<file path="src/rtl/erm16_bus_unit.sv">
// erm16_bus_unit: CPU bus bridge; cpu_* handshake in, mem_* strobes with TIMEOUT abort (bus_err), io_* port with io_stb, irq_in -> pending -> INTA vector on cpu_di
module erm16_bus_unit #(
  parameter int TIMEOUT = 8,
  parameter logic [15:0] IRQ_BASE = 16'h0020
) (
  input  logic        clk,
  input  logic        rst,
  input  logic [15:0] cpu_addr,
  input  logic [15:0] cpu_do,
  input  logic        cpu_wrmem,
  input  logic        cpu_ioe,
  input  logic        cpu_req,
  input  logic        cpu_intreq,
  output logic [15:0] cpu_di,
  output logic        cpu_ready,
  output logic        cpu_irq,
  output logic        bus_err,
  output logic [15:0] mem_addr,
  output logic [15:0] mem_wdata,
  output logic        mem_re,
  output logic        mem_we,
  input  logic [15:0] mem_rdata,
  input  logic        mem_ack,
  input  logic [15:0] io_in,
  output logic [15:0] io_out,
  output logic        io_stb,
  input  logic [3:0]  irq_in
);
  typedef enum logic [2:0] {S_IDLE, S_MEM, S_IO, S_INTA, S_DONE} state_t;
  state_t state_q, state_d;
  logic [7:0] cnt_q, cnt_d;
  logic [15:0] di_q, di_d, addr_q, addr_d, wdata_q, wdata_d, io_out_q, io_out_d, dat_q, dat_d;
  logic re_q, re_d, we_q, we_d, wr_q, wr_d, rdy_q, rdy_d, err_q, err_d, stb_q, stb_d, irq_q;
  logic [3:0] pend_q, pend_d, clr;
  logic [1:0] n;
  logic hit;
  always_comb begin
    hit = |pend_q;
    n = pend_q[0] ? 2'd0 : pend_q[1] ? 2'd1 : pend_q[2] ? 2'd2 : 2'd3;
    state_d = state_q;
    cnt_d = cnt_q;
    di_d = di_q;
    addr_d = addr_q;
    wdata_d = wdata_q;
    io_out_d = io_out_q;
    dat_d = dat_q;
    re_d = re_q;
    we_d = we_q;
    wr_d = wr_q;
    rdy_d = 1'b0;
    err_d = 1'b0;
    stb_d = 1'b0;
    clr = 4'b0000;
    case (state_q)
      S_IDLE: begin
        if (cpu_intreq) state_d = S_INTA;
        else if (cpu_req) begin
          state_d = cpu_ioe ? S_IO : S_MEM;
          wr_d = cpu_wrmem;
          dat_d = cpu_do;
          if (!cpu_ioe) begin
            addr_d = cpu_addr;
            wdata_d = cpu_do;
            re_d = ~cpu_wrmem;
            we_d = cpu_wrmem;
            cnt_d = 8'd0;
          end
        end
      end
      S_MEM: begin
        if (mem_ack || cnt_q == 8'(TIMEOUT - 1)) begin
          state_d = S_DONE;
          re_d = 1'b0;
          we_d = 1'b0;
          rdy_d = 1'b1;
          err_d = !mem_ack;
          di_d = !mem_ack ? 16'hFFFF : re_q ? mem_rdata : di_q;
        end else cnt_d = cnt_q + 8'd1;
      end
      S_IO: begin
        state_d = S_DONE;
        rdy_d = 1'b1;
        stb_d = wr_q;
        io_out_d = wr_q ? dat_q : io_out_q;
        di_d = wr_q ? di_q : io_in;
      end
      S_INTA: begin
        state_d = S_DONE;
        rdy_d = 1'b1;
        di_d = hit ? IRQ_BASE + {12'd0, n, 2'b00} : 16'h0000;
        clr = hit ? 4'b0001 << n : 4'b0000;
      end
      default: state_d = S_IDLE;
    endcase
    pend_d = (pend_q & ~clr) | irq_in;
  end
  always_ff @(posedge clk) begin
    if (rst) begin
      state_q <= S_IDLE;
      cnt_q <= '0;
      di_q <= '0;
      addr_q <= '0;
      wdata_q <= '0;
      io_out_q <= '0;
      dat_q <= '0;
      re_q <= 1'b0;
      we_q <= 1'b0;
      wr_q <= 1'b0;
      rdy_q <= 1'b0;
      err_q <= 1'b0;
      stb_q <= 1'b0;
      irq_q <= 1'b0;
      pend_q <= '0;
    end else begin
      state_q <= state_d;
      cnt_q <= cnt_d;
      di_q <= di_d;
      addr_q <= addr_d;
      wdata_q <= wdata_d;
      io_out_q <= io_out_d;
      dat_q <= dat_d;
      re_q <= re_d;
      we_q <= we_d;
      wr_q <= wr_d;
      rdy_q <= rdy_d;
      err_q <= err_d;
      stb_q <= stb_d;
      irq_q <= |pend_d;
      pend_q <= pend_d;
    end
  end
  assign cpu_di = di_q;
  assign cpu_ready = rdy_q;
  assign cpu_irq = irq_q;
  assign bus_err = err_q;
  assign mem_addr = addr_q;
  assign mem_wdata = wdata_q;
  assign mem_re = re_q;
  assign mem_we = we_q;
  assign io_out = io_out_q;
  assign io_stb = stb_q;
endmodule

</file>
<file path="config.mk">
export PLATFORM = sky130hd
export DESIGN_NAME = erm16_bus_unit
export DESIGN_NICKNAME = d
export VERILOG_FILES = /design/src/rtl/erm16_bus_unit.sv
export SDC_FILE = /design/constraint.sdc
export NUM_CORES = 1
export LEC_CHECK = 0
export ABC_CLOCK_PERIOD_IN_PS = 2200
export BUFFER_PORTS_ARGS = -buffer_cell sky130_fd_sc_hd__buf_2
export CAP_MARGIN = 5
export CORE_MARGIN = 3
export CORE_UTILIZATION = 50
export CTS_CLUSTER_DIAMETER = 50
export DETAILED_ROUTE_END_ITERATION = 16
export PLACE_DENSITY_LB_ADDON = 0.08
export SETUP_SLACK_MARGIN = 0.3
export SYNTH_ARGS = -nofsm -noshare
export SYNTH_HDL_FRONTEND = slang
export SYNTH_SLANG_ARGS = --single-unit
export TNS_END_PERCENT = 5
</file>
<file path="constraint.sdc">
create_clock -name clk -period 2.2 [get_ports clk]
set_input_delay 0.44 -clock clk [delete_from_list [all_inputs] [get_ports clk]]
set_output_delay 0.44 -clock clk [all_outputs]
set_load 0.01 [all_outputs]
</file>
==> metrics <==
Final Hold Vio Count=0; per-cell routed wire length=approximately 14 microns; Tot Pwr=around 3800 uW; die height=between 90 and 100 microns; n_diodes=0; Worst Skew=between 0.01 and 0.015 ns; largest net degree at the start of global routing=34; drt drc=0; Buf/Inv on CP=1; RSZ-0062 raised after global routing=true; vias in the first global route=3,891; most common cell after layout, fill and taps aside=buf_2; Placed Instances=around 760; number of max-cap violations=0; initial antenna violation count=0; FMAX=~550 MHz; Initial Util=between 50% and 60%; Final Net Count=~750; syn_area_per_cell=between 8 and 9 sq um; clock sink count=a little over 100; Gate Count Post-Synth=536; total CTS buffers=9; io pins=~150; crit-path cells=ha_1 > and3b_1 > a211o_4 > buf_4 > a21oi_1 > a311oi_1; Area Overhead vs Synth=23.5%; Worst path slowest cell=dfxtp_1; Post-DP Area=between 5000 and 6000 sq um; Ys Warns=0; CTS Buffer Depth=2; Mapped Nets=a little over 600; gr usage total=between 20% and 30%; Hold Crit Start=cpu_addr[4]; CP startpoint kind=register; Die Wd=between 90 and 100 microns; worst vdd ir=416 uV; Clock Tree Root=clkbuf_8; critical path's top delay family=compound AO/OA/AOI/OAI gates; CTS tree=built; sequential area share after synthesis=47.1%; Cell variety after synth=between 40 and 50; clk slew on worst S/H paths=approximately 0.10 ns; Post-synth ARST share=0%; Final HPWL DP=a little under 8000 microns; Post-synth EDFFs=0; Die Area=9820 sq um; hold crit path type=in -> reg; CTS H-tree depth=3; first-pass GRT wire length=about 18,000 microns; R2R Path Start=cnt_q[0]; crit end category=register; #FFs+latches synth=about 100; TritonRoute pass-1 iters=4; Final Setup Violations=0; Final period util=slightly above 80%; post-synthesis instance area=4330 sq um; Critical Path AT=slightly above 2 ns; Most used DFF post-synth=dfxtp_1; core area=just over 8000 sq um; CP startpoint=cnt_q[0]; Clock Latency Late Sink=0.36 ns; fraction of layout instances using a drive strength above 1=~30%; CP required=around 2.5 ns; Slew headroom=between 70% and 80%; most frequent cells in the layout=143 x buf_2, 134 x nand2_1, 100 x dfxtp_1; # rows=33; Final Instance Count excl. Fillers=779; Worst Max-Slew Pin Slew=0.416 ns; Sum Neg Setup Slack=0 ns; PD cells=approximately 700 nW/um^2; WS Path Type=reg -> reg; GRT overflow=0; Leak=around 0.0023 uW; Antenna Nets Post-Route=0; DRT Wirelength=between 10,000 and 15,000 microns; GPL Wtd Cong=0.864; vias per inst=about 5.4; DP Worst Slack=around 0.26 ns; design area=between 5000 and 6000 sq um; DRT iter0 DRCs=roughly 180; port bufs=144; Pins Over Slew Limit=0; minimum clock period=about 1.8 ns; Largest stage delay, worst path=~0.43 ns; via count=4,214; crit path max fanout=17; status=finished clean; # hold bufs at CTS=0; Setup WS post-layout=0.394 ns
-- worst min-delay path: stages --
cell and delay (ns):
buf_2 0.09, nand2_1 0.04, a21oi_1 0.05
-- sequential cells by signal, summed over array words and instances, names as in the netlist, 3 cells and up --
signal,count
mem_wdata,16
dat_q,16
io_out,16
state_q,3
pend_q,4
mem_addr,16
cnt_q,8
cpu_di,16
-- cell families (layout without fill, tap and decap cells) --
kind of cell,Yosys count,in the layout,share of synthesized area (%)
compound gates,147,147,19.5
flops,102,102,47.1
buf+inv,49,187,5.49
fa+ha+maj,1,1,0.289
simple gates,237,237,27.6
-- routing by layer --
layer	up-vias	GRT usage [%]	part of all wire (%)	routed length [microns]
li1	2121	-	-	-
met1	1938	30.2	46	5020
met2	140	35.4	45	4900
met3	15	5.33	7.8	860
met4	0	6.51	1.7	185
met5	-	0	0	0
-- cell type report --
cell class	count	area, sq um
Timing Repair Buffer	167	900
Clock buffer	9	124
Clock inverter	6	58.8
Fill cell	760	2950
Multi-Input combinational cell	385	2070
Sequential cell	102	2040
Inverter	5	18.8
Tap cell	105	131
-- through the flow --
stage,util (%),hold slack (ns)
CTS,64.2,0.278
finish,64.5,0.298
floorplan,-,0.432
detailed placement,62.0,0.442
global route,64.5,0.282
global placement,62.0,0.437
-- worst paths after layout --
path / cells after the start / endpoint / slack [ns]
worst max-delay path: 6 / cpu_di[2] / 0.39
worst min-delay path: 3 / mem_addr[4] / 0.30
worst max register to register: 6 / cpu_di[2] / 0.39
worst min register to register: 2 / io_out[13] / 0.45
-- power by group --
part	switching, uW	internal [uW]	total [uW]
Clock	682	425	1110
Combinational	417	299	715
Sequential	70.6	1950	2020
Total	1170	2670	3840
-- synth_stat cells, types with 10 or more instances --
cell type	instances	area share, %
nand2_1	134	12
dfxtp_1	102	47
a21oi_1	86	9.9
clkbuf_1	27	2.3
nand3_1	19	2.2
o21ai_0	17	2.0
o21ai_1	15	1.7
nor2b_1	14	2.0
nor2_1	13	1.1
or4bb_1	13	3.4
a21oi_2	10	2.0
buf_2	10	1.2
-- what timing repair did --
item	in CTS	in global routing
gates resized for setup	1	7
endpoints found under the setup margin	2	42
setup buffers	0	0
cloned	0	0
(Power assumes the default switching activity.)
